### src/rtl/mmio_uart_tx_pkg.sv
// Shared definitions for the MMIO UART transmitter: register map, STATUS layout, TX FSM states.
package mmio_uart_tx_pkg;

  localparam int unsigned REG_TXDATA  = 0;
  localparam int unsigned REG_STATUS  = 1;
  localparam int unsigned REG_DIVISOR = 2;

  localparam int unsigned ST_IDLE  = 0;
  localparam int unsigned ST_EMPTY = 1;
  localparam int unsigned ST_FULL  = 2;
  localparam int unsigned ST_BUSY  = 3;
  localparam int unsigned ST_OVF   = 4;

  typedef enum logic [1:0] {
    S_IDLE,
    S_START,
    S_DATA,
    S_STOP
  } tx_state_e;

  // Member order gives ovf at bit 4 down to idle at bit 0.
  typedef struct packed {
    logic ovf;
    logic busy;
    logic full;
    logic empty;
    logic idle;
  } status_t;

  function automatic logic [31:0] status_word(input status_t s);
    return {27'b0, s};
  endfunction

endpackage

### src/rtl/mmio_uart_tx_sync_fifo.sv
// Synchronous FIFO with first-word-fall-through read; pushes when full and pops when empty are ignored.
module sync_fifo #(
  parameter int unsigned WIDTH = 8,
  parameter int unsigned DEPTH = 16
) (
  input  logic                       clk,
  input  logic                       rst_n,
  input  logic                       push_i,
  input  logic [WIDTH-1:0]           wdata_i,
  input  logic                       pop_i,
  output logic [WIDTH-1:0]           rdata_o,
  output logic                       full_o,
  output logic                       empty_o,
  output logic [$clog2(DEPTH):0]     count_o
);

  localparam int unsigned AW = $clog2(DEPTH);
  localparam int unsigned CW = AW + 1;

  logic [WIDTH-1:0] mem_q [DEPTH];
  logic [AW-1:0]    wr_ptr_q, wr_ptr_d;
  logic [AW-1:0]    rd_ptr_q, rd_ptr_d;
  logic [CW-1:0]    count_q, count_d;
  logic             do_push, do_pop;

  assign full_o  = (count_q == CW'(DEPTH));
  assign empty_o = (count_q == '0);
  assign count_o = count_q;
  assign rdata_o = mem_q[rd_ptr_q];

  assign do_push = push_i && !full_o;
  assign do_pop  = pop_i && !empty_o;

  always_comb begin
    wr_ptr_d = wr_ptr_q;
    rd_ptr_d = rd_ptr_q;
    count_d  = count_q;
    if (do_push) wr_ptr_d = wr_ptr_q + AW'(1);
    if (do_pop)  rd_ptr_d = rd_ptr_q + AW'(1);
    unique case ({do_push, do_pop})
      2'b10:   count_d = count_q + CW'(1);
      2'b01:   count_d = count_q - CW'(1);
      default: count_d = count_q;
    endcase
  end

  always_ff @(posedge clk or negedge rst_n) begin
    if (!rst_n) begin
      wr_ptr_q <= '0;
      rd_ptr_q <= '0;
      count_q  <= '0;
    end else begin
      wr_ptr_q <= wr_ptr_d;
      rd_ptr_q <= rd_ptr_d;
      count_q  <= count_d;
    end
  end

  always_ff @(posedge clk) begin
    if (do_push) mem_q[wr_ptr_q] <= wdata_i;
  end

endmodule

### src/rtl/mmio_uart_tx.sv
// MMIO UART transmitter: register file, registered read mux, TX FIFO, baud counter and 8N1 serialiser.
module mmio_uart_tx
  import mmio_uart_tx_pkg::*;
#(
  parameter int unsigned FIFO_DEPTH = 16,
  parameter logic [15:0] DIV_RESET  = 16'd867
) (
  input  logic        clk,
  input  logic        rst_n,
  input  logic [29:0] i_addr,
  input  logic [31:0] i_data,
  input  logic        i_wren,
  input  logic [3:0]  i_mask,
  output logic [31:0] o_data,
  output logic        o_tx,
  output logic        o_irq
);

  localparam int unsigned CW = $clog2(FIFO_DEPTH) + 1;

  tx_state_e     state_q, state_d;
  logic [15:0]   div_q, div_d;
  logic [15:0]   cnt_q, cnt_d;
  logic [2:0]    bit_q, bit_d;
  logic [7:0]    shift_q, shift_d;
  logic          ovf_q, ovf_d;
  logic [31:0]   rdata_q, rdata_d;

  logic          sel_tx, sel_st, sel_div;
  logic          wr_txdata, busy;
  logic          fifo_push, fifo_pop, fifo_full, fifo_empty;
  logic [7:0]    fifo_rdata;
  logic [CW-1:0] fifo_count;
  status_t       status;
  logic          unused_ok;

  assign sel_tx    = (i_addr == 30'(REG_TXDATA));
  assign sel_st    = (i_addr == 30'(REG_STATUS));
  assign sel_div   = (i_addr == 30'(REG_DIVISOR));
  assign wr_txdata = i_wren && sel_tx && i_mask[0];
  assign fifo_push = wr_txdata && !fifo_full;
  assign busy      = (state_q != S_IDLE);
  assign unused_ok = ^{i_data[31:16], fifo_count};

  sync_fifo #(
    .WIDTH (8),
    .DEPTH (FIFO_DEPTH)
  ) u_fifo (
    .clk     (clk),
    .rst_n   (rst_n),
    .push_i  (fifo_push),
    .wdata_i (i_data[7:0]),
    .pop_i   (fifo_pop),
    .rdata_o (fifo_rdata),
    .full_o  (fifo_full),
    .empty_o (fifo_empty),
    .count_o (fifo_count)
  );

  // Register writes and read decode; reads see pre-write values of the same cycle.
  always_comb begin
    div_d = div_q;
    if (i_wren && sel_div) begin
      if (i_mask[0]) div_d[7:0]  = i_data[7:0];
      if (i_mask[1]) div_d[15:8] = i_data[15:8];
    end

    ovf_d = ovf_q;
    if (wr_txdata && fifo_full)
      ovf_d = 1'b1;
    else if (i_wren && sel_st && i_mask[0] && i_data[ST_OVF])
      ovf_d = 1'b0;

    status = '{ovf: ovf_q, busy: busy, full: fifo_full, empty: fifo_empty, idle: !busy};

    rdata_d = '0;
    if (sel_st)
      rdata_d = status_word(status);
    else if (sel_div)
      rdata_d = {16'h0000, div_q};
  end

  // Counter reloads from the live DIVISOR only at bit boundaries, so a write never stretches the current bit.
  always_comb begin
    state_d  = state_q;
    cnt_d    = cnt_q;
    bit_d    = bit_q;
    shift_d  = shift_q;
    fifo_pop = 1'b0;
    unique case (state_q)
      S_IDLE: begin
        if (!fifo_empty) begin
          fifo_pop = 1'b1;
          shift_d  = fifo_rdata;
          cnt_d    = div_q;
          state_d  = S_START;
        end
      end
      S_START: begin
        if (cnt_q == '0) begin
          cnt_d   = div_q;
          bit_d   = '0;
          state_d = S_DATA;
        end else begin
          cnt_d = cnt_q - 16'd1;
        end
      end
      S_DATA: begin
        if (cnt_q == '0) begin
          cnt_d   = div_q;
          shift_d = {1'b0, shift_q[7:1]};
          if (bit_q == 3'd7)
            state_d = S_STOP;
          else
            bit_d = bit_q + 3'd1;
        end else begin
          cnt_d = cnt_q - 16'd1;
        end
      end
      S_STOP: begin
        if (cnt_q == '0) begin
          if (!fifo_empty) begin
            fifo_pop = 1'b1;
            shift_d  = fifo_rdata;
            cnt_d    = div_q;
            state_d  = S_START;
          end else begin
            state_d = S_IDLE;
          end
        end else begin
          cnt_d = cnt_q - 16'd1;
        end
      end
      default: state_d = S_IDLE;
    endcase
  end

  // Line level decoded straight from reset-cleared state so reset forces it high without a clock.
  always_comb begin
    o_tx = 1'b1;
    unique case (state_q)
      S_START: o_tx = 1'b0;
      S_DATA:  o_tx = shift_q[0];
      default: o_tx = 1'b1;
    endcase
  end

  assign o_irq  = fifo_empty && !busy;
  assign o_data = rdata_q;

  always_ff @(posedge clk or negedge rst_n) begin
    if (!rst_n) begin
      state_q <= S_IDLE;
      div_q   <= DIV_RESET;
      cnt_q   <= '0;
      bit_q   <= '0;
      shift_q <= '0;
      ovf_q   <= 1'b0;
      rdata_q <= '0;
    end else begin
      state_q <= state_d;
      div_q   <= div_d;
      cnt_q   <= cnt_d;
      bit_q   <= bit_d;
      shift_q <= shift_d;
      ovf_q   <= ovf_d;
      rdata_q <= rdata_d;
    end
  end

endmodule

### config.mk
export PLATFORM = sky130hd
export DESIGN_NAME = mmio_uart_tx
export DESIGN_NICKNAME = d
export VERILOG_FILES = /design/src/rtl/mmio_uart_tx_pkg.sv /design/src/rtl/mmio_uart_tx_sync_fifo.sv /design/src/rtl/mmio_uart_tx.sv
export SDC_FILE = /design/constraint.sdc
export NUM_CORES = 1
export LEC_CHECK = 0
export CAP_MARGIN = 20
export CORE_UTILIZATION = 45
export DETAILED_ROUTE_END_ITERATION = 10
export GPL_ROUTABILITY_DRIVEN = 0
export PLACE_DENSITY = 0.66
export SLEW_MARGIN = 5
export SYNTH_ARGS = -nofsm -noshare
export SYNTH_HDL_FRONTEND = slang
export SYNTH_SLANG_ARGS = --single-unit
### constraint.sdc
create_clock -name clk -period 5.1 [get_ports clk]
set_input_delay 0.51 -clock clk [delete_from_list [all_inputs] [get_ports clk]]
set_output_delay 0.51 -clock clk [all_outputs]
set_load 0.03 [all_outputs]
[After elaboration in Yosys (flattened, before gate mapping)]
Memories as Yosys holds them, arrays and structs flattened.
Index checks and enable logic that the tools add are counted.
Storage, ports and cells
  register bits after elaboration: 91
  latch bits: 0
  bits in writable memories: 128
  memory bits (read-only): 0
  bits of input ports: 69
  output and inout bits: 34
  logic and storage cells: 92
  memories kept: 1
Memories
  u_fifo.mem_q: words 16, bits a word 8, read ports 1, clocked after memory_dff 0, wr ports 1, RTL line mmio_uart_tx_sync_fifo.sv:20  | logic [WIDTH-1:0] mem_q [DEPTH];
Operators by class
  $add $sub $neg: 6
  multiply operators: 0
  divide/modulo/power cells: 0
  $lt $le $gt $ge: 0
  equality and inequality tests: 15
  shifts and indexed selects: 0
  mux-type cells: 30
  bitwise logic cells: 0
  reductions and logical operators: 29
Operators with widths (number)
  2-to-1 mux 16 bit: 5
  one-hot mux 16 bit (3 select lines): 1
  == test 30 x 1 -> 1 bit (second input constant): 1
  == test 30 x 2 -> 1 bit (second input constant): 1
  logical NOT 30 bit: 1
  2-to-1 mux 8 bit: 3
  one-hot mux 8 bit (3 select lines): 1
  logical NOT 16 bit: 1
  subtractor 16 x 1 -> 16 bit (second input constant): 1
  != test 2 bit (second input constant): 6
  logical AND 1 bit: 11
  2-to-1 mux 2 bit: 5
  one-hot mux 5 bit (2 select lines): 1
  2-to-1 mux 3 bit: 3
  adder 4 x 1 -> 4 bit (second input constant): 2
  one-hot mux 2 bit (4 select lines): 1
  nonzero test 2 bit: 4
  2-to-1 mux 1 bit: 7
  == test 2 bit (second input constant): 3
  one-hot mux 3 bit (2 select lines): 1
  adder 5 x 1 -> 5 bit (second input constant): 1
  == test 5 bit (second input constant): 1
  logical NOT 5 bit: 1
  AND reduction 5 bit: 1
  12 further kinds: 17

[Longest topological paths before layout]
  word-level depth: 7
  mapped depth: 13
  gate-level depth less buffers: 13

[By module]
Synthesis repeated with hierarchy kept, for this count alone.
Unflattened totals
  cells, all modules: 648
  area total of the unflattened synthesis: 9077.5 µm²
Modules (own cells, without submodules)
  sync_fifo: instances 1, cells each 332, area an instance 5779.3 µm², seq. area each 4169.0 µm²
  mmio_uart_tx: instances 1, cells each 316, area an instance 3298.2 µm², seq. area each 1559.0 µm²

[Worst setup path before layout]
OpenSTA, ideal clock, no wires.
  path type: input to register
  start: input i_addr[12]
  end: register u_fifo.count_q[4], in the netlist u_fifo.count_o[4]
  setup time: 80 ps
  data arrival time: 2926 ps
  required time: 5020 ps
  path slack: 2094 ps
  stages: 11
  path buffers: 0
  cells stage by stage: nor4_1 -> nand4_1 -> nor4_4 -> inv_1 -> ha_1 -> ha_1 -> nor2b_1 -> o21ai_0 -> a21oi_1 -> nor3_1 -> xnor2_1
On the way
  word-level cells in the longest chain between the ends: 7
  elaborated cells between the ends (all ways): 9
  those cells by class: eq/ne (2); mux (1); reduce/logical (6)
RTL lines
  start, declared: RTL line mmio_uart_tx.sv:10  | input logic [29:0] i_addr,
  logical NOT 30 bit (*): RTL line mmio_uart_tx.sv:37  | assign sel_tx = (i_addr == 30'(REG_TXDATA));
  logical AND 1 bit (*) (2 in a row): RTL line mmio_uart_tx.sv:40  | assign wr_txdata = i_wren && sel_tx && i_mask[0];
  logical AND 1 bit (*): RTL line mmio_uart_tx.sv:41  | assign fifo_push = wr_txdata && !fifo_full;
  logical AND 1 bit (*): RTL line mmio_uart_tx_sync_fifo.sv:31  | assign do_push = push_i && !full_o;
  == test 2 x 1 -> 1 bit / == test 2 bit (equally long branches): RTL line mmio_uart_tx_sync_fifo.sv:40  | unique case ({do_push, do_pop})
  one-hot mux 5 bit (2 select lines) / nonzero test 2 bit (equally long branches)
  end signal, assigned: RTL line mmio_uart_tx_sync_fifo.sv:55  | count_q <= count_d;
  end, declared: RTL line mmio_uart_tx_sync_fifo.sv:23  | logic [CW-1:0] count_q, count_d;
Mark *: on every way between the ends. The rest lies on a longest branch, timed or not.
A chain may end at the register's enable or synchronous reset.

[Worst setup path in the final report]
  start: register u_fifo.count_q[0], in the netlist u_fifo.count_o[0]
  end: register u_fifo.count_q[4], in the netlist u_fifo.count_o[4]
On the way
  word-level cells in the longest chain between the ends: 7
  elaborated cells between the ends (all ways): 16
  those cells by class: add/sub (2); eq/ne (3); mux (4); reduce/logical (7)
RTL lines
  logical NOT 5 bit: RTL line mmio_uart_tx_sync_fifo.sv:27  | assign empty_o = (count_q == '0);
  2-to-1 mux 1 bit: RTL line mmio_uart_tx.sv:92, mmio_uart_tx.sv:122
  2-to-1 mux 1 bit: RTL line mmio_uart_tx.sv:121  | if (cnt_q == '0) begin
  one-hot mux 1 bit (2 select lines): RTL line mmio_uart_tx.sv:90  | unique case (state_q)
  logical AND 1 bit: RTL line mmio_uart_tx_sync_fifo.sv:32  | assign do_pop = pop_i && !empty_o;
  == test 2 x 1 -> 1 bit / == test 2 bit (equally long branches): RTL line mmio_uart_tx_sync_fifo.sv:40
  one-hot mux 5 bit (2 select lines) / nonzero test 2 bit (equally long branches)
Several ways; a longest one is shown, not always the timed one.

==> metrics.log <==
[metrics] Yosys Warn Count: 0
[metrics] Post-route DRC: 0
[metrics] DP Wirelength: 13500 um
[metrics] die width: 147 um
[metrics] most instantiated flip-flop cell in the synthesis netlist: sky130_fd_sc_hd__edfxtp_1
[metrics] family with the most delay on the worst path: simple AND/OR/NAND/NOR gates
[metrics] number of nets still failing antenna checks after routing: 0
[metrics] via total after detailed routing: 5565
[metrics] number of distinct library cell variants in the gate-level netlist after synthesis: 64
[metrics] transition time at the pin with the least slew margin: 988 ps
[metrics] Detailed Route WL: 20200 um
[metrics] post-synthesis simple-gate area fraction: 8.33%
[metrics] result of the run: finished, final reports clean
[metrics] maximum clock frequency: 275 MHz
[metrics] arrival time worst endpoint: slightly above 4000 ps
[metrics] switch share: 29.4%
[metrics] total chip power: 4.55 mW
[metrics] Hold Slack: 160 ps
[metrics] Post-Synthesis Mean Instance Area: around 15 um2
[metrics] fill cell total of the finished layout: 1658
[metrics] count of flip-flops with a built-in enable after synthesis: ~130
[metrics] critical path fanouts, max: 8
[metrics] Die Ht: 147 um
[metrics] mux cell area share after synthesis: between 15 and 20%
[metrics] I/O pins: around 100
[metrics] combinational cell fraction of total power: around a quarter
[metrics] GRT Residual Overflow: 0
[metrics] xor and xnor fraction of the mapped netlist area: 2.05%
[metrics] number of buffer and inverter stages on the critical path: 2
[metrics] flop and latch count out of synthesis: approximately 200
[metrics] Pint: 3.22 mW
[metrics] switching power summed over all nets: 1.34 mW
[metrics] total clock buffers created by CTS: 22
[metrics] initial antenna violation count: 0
[metrics] dominant combinational cell family by area after synthesis: multiplexers
[metrics] port bufs: just under 70
[metrics] Power Dens Cells: about 420 mW/mm2
[metrics] number of H-tree levels: 1
[metrics] overall routing resource usage: between 10% and 20%
[metrics] quantity of gates resized following cts: 0
[metrics] most frequent cells in the layout: sky130_fd_sc_hd__edfxtp_1 (128), sky130_fd_sc_hd__dfrtp_1 (67), sky130_fd_sc_hd__clkdlybuf4s50_1 (67)
[metrics] number of hold violations in the final report: 0
[metrics] library cell contributing the largest single delay on the critical path: sky130_fd_sc_hd__or4_1
[metrics] gate count of the mapped netlist: 619
[metrics] ratio of routed vias to standard cells: about 5.7
[metrics] detail-routed net length per standard cell: 20.7 um
[metrics] clock sink count: 203
[metrics] synth top area cells: sky130_fd_sc_hd__edfxtp_1 (41%), sky130_fd_sc_hd__dfrtp_1 (18%), sky130_fd_sc_hd__mux4_2 (7.2%)
[metrics] portion of the clock cycle consumed by the worst path in the final layout: 71.3%
[metrics] CTS hold repair buffers: 0
[metrics] Fin Clk Skew: 28.7 ps
[metrics] Core Area: 0.0204 mm2
[metrics] net total in the final layout: 774
[metrics] Final Max Tran Viols: 0
[metrics] cell repeated most along the worst path: sky130_fd_sc_hd__inv_1
[metrics] pre-CTS setup slack: 1120 ps
[metrics] first-pass GRT wire length: 32300 um
[metrics] aggregate negative setup slack: 0 ps
[metrics] maximum number of pins on one net before global-route repair: 76
[metrics] critical path endpoint category: register
[metrics] reported leakage power: a little over 4 nW
[metrics] via count of the first global-routing pass: a little under 6000
[metrics] startpoint of the worst register-to-register path: u_fifo.count_o[0]
[metrics] adder and majority cell fraction of the synthesized area: 2.47%
[metrics] cell at the root of the clock tree: sky130_fd_sc_hd__clkbuf_16
[metrics] relative contribution of sequential cells to total power: 40.0%
[metrics] sequential cell area fraction in the yosys report: 60.9%
[metrics] compound-gate portion of the synthesized area: 6.74%
[metrics] commonest non-fill, non-tap cell in the layout: sky130_fd_sc_hd__edfxtp_1
[metrics] Die Footprint: ~0.021 mm2
[metrics] portion of total power attributed to the clock network: between 30% and 40%
[metrics] Max Buffers Root-to-Sink: 3
[metrics] setup repair after global routing missed its margin: false
[metrics] summed instance area of the synthesized netlist: 0.00941 mm2
[metrics] type of origin of the critical path: register
[metrics] register clock-pin slew on the reported worst setup and hold paths: 60 ps
[metrics] Cell Rows: 52
[metrics] data required time of the critical path: 5530 ps
[metrics] Crit. Startpoint: u_fifo.count_o[0]
[metrics] P&R area growth vs syn: 16.4%
[metrics] worst-path cell chain: or4_1 -> nor2_1 -> nor4_4 -> inv_1 -> ha_1 -> inv_1 -> fa_1 -> nor2b_1 -> o21ai_0 -> and3_1 -> nor3_1 -> xnor2_1
[metrics] Critical Path Max Stage Delay: 660 ps
[metrics] number of endpoints failing setup at the final stage: 0
[metrics] clock tree from TritonCTS: yes
[metrics] cell taking the most area after synthesis: sky130_fd_sc_hd__edfxtp_1
[metrics] Synth top area share: 40.9%
[metrics] detailed-router iteration count before antenna repair: 5
[metrics] critical setup path kind: register to register
[metrics] proportion of synthesized flip-flops having asynchronous set or reset: 36.9%
[metrics] starting utilization of the core area: 46.2%
[metrics] layout cells sized above 1: 18.1%
[metrics] post-CTS setup buffer count: 0
[metrics] clock latency of the later-clocked register in the worst-skew pair: about 520 ps
[metrics] 1st-iter DRT viols: about 330
[metrics] crit path setup slack, layout: 1460 ps
[metrics] Antenna Diode Count: 0
[metrics] type of the tightest min-delay check: input port to asynchronous set/reset pin
[metrics] max_cap viols: 0
[metrics] minimum period implied by the final worst setup slack: 3640 ps
[metrics] Max rail drop VDD: roughly 270 uV
[metrics] remaining max-slew budget at the tightest pin: 34.1%
-- sequential cells by signal, indices dropped and copies added, names as in the netlist --
register         cells
cnt_q               16
o_data              16
ovf_q                1
state_q              2
u_fifo.count_o       5
bit_q                3
u_fifo.mem_q       128
u_fifo.rd_ptr_q      4
u_fifo.wr_ptr_q      4
div_q               16
shift_q              8
-- layout make-up --
class / count / area (um2) / share of cell area [%]
Clock inverter: 15 / 154 / 1.41
Multi-Input combinational cell: 362 / 3340 / 30.5
Clock buffer: 25 / 562 / 5.13
Tap cell: 270 / 338 / 3.09
Inverter: 23 / 86.3 / 0.788
Sequential cell: 203 / 5730 / 52.3
Timing Repair Buffer: 75 / 743 / 6.79
-- layer usage --
layer / GRT usage (%) / share of wire (%) / wire length, um / up-vias
li1: - / - / - / 2508
met1: 27.3 / 45 / 9070 / 2845
met2: 31.7 / 48 / 9640 / 173
met3: 3.13 / 5.0 / 1020 / 39
met4: 4.79 / 2.2 / 446 / 0
met5: 0 / 0 / 0 / -
-- power groups by stage --
stage | combinational (mW) | clock [mW] | sequential [mW]
after global routing | 1.27 | 1.65 | 1.83
after floorplan | 0.909 | 0 | 1.85
final | 1.18 | 1.55 | 1.82
after global placement | 1.11 | 0 | 1.85
after detailed placement | 1.16 | 0 | 1.86
after CTS | 1.17 | 1.59 | 1.82
-- cells by family (layout without fill, tap and decap cells) --
group	Yosys count	count (layout)
AOI/OAI and AO/OA	88	88
xor gates and xnor gates	22	22
adders and majority gates	18	18
buffers and inverters	69	138
DFF	203	203
muxes	82	82
other	1	16
and+or+nand+nor	136	136
-- synthesized netlist by cell type (all sizes together), types with 2 or more instances --
cell type    n
edfxtp     128
dfrtp       69
mux4        40
mux2        35
buf         29
nor2        26
inv         22
o21ai       22
nand2       20
and2        19
nor4        19
clkbuf      17
ha          17
xnor2       16
nor3        12
a211oi      10
a21oi       10
a22o        10
mux2i        7
nand4        7
and3         6
dfstp        6
nand3        6
xor2         6
nor3b        5
a221oi       4
a32oi        4
o22a         4
o22ai        4
o31ai        4
a31oi        3
nor2b        3
o211ai       3
or4          3
a21o         2
nor4b        2
or2          2
or3          2
-- path summary, 6_finish.rpt --
| check | endpoint | slack (ps) | cells after the start |
|---|---|---|---|
| worst max-delay path | u_fifo.count_o[4] | 1460 | 12 |
| worst min-delay path | u_fifo.count_o[0] | 160 | 1 |
| worst max register to register | u_fifo.count_o[4] | 1460 | 12 |
| worst min register to register | shift_q[3] | 510 | 1 |
| max in group asynchronous | u_fifo.rd_ptr_q[1] | 4250 | 1 |
| min in group clk | shift_q[3] | 510 | 1 |
-- per-stage QoR --
stage	instances	area (um2)	util (%)
finish	973	10900	53.8
global route	973	10900	53.8
CTS	973	10900	53.8
detailed placement	933	10200	50.3
global placement	932	10200	50.2
floorplan	634	9460	-
Power figures use the tool's default switching activity.
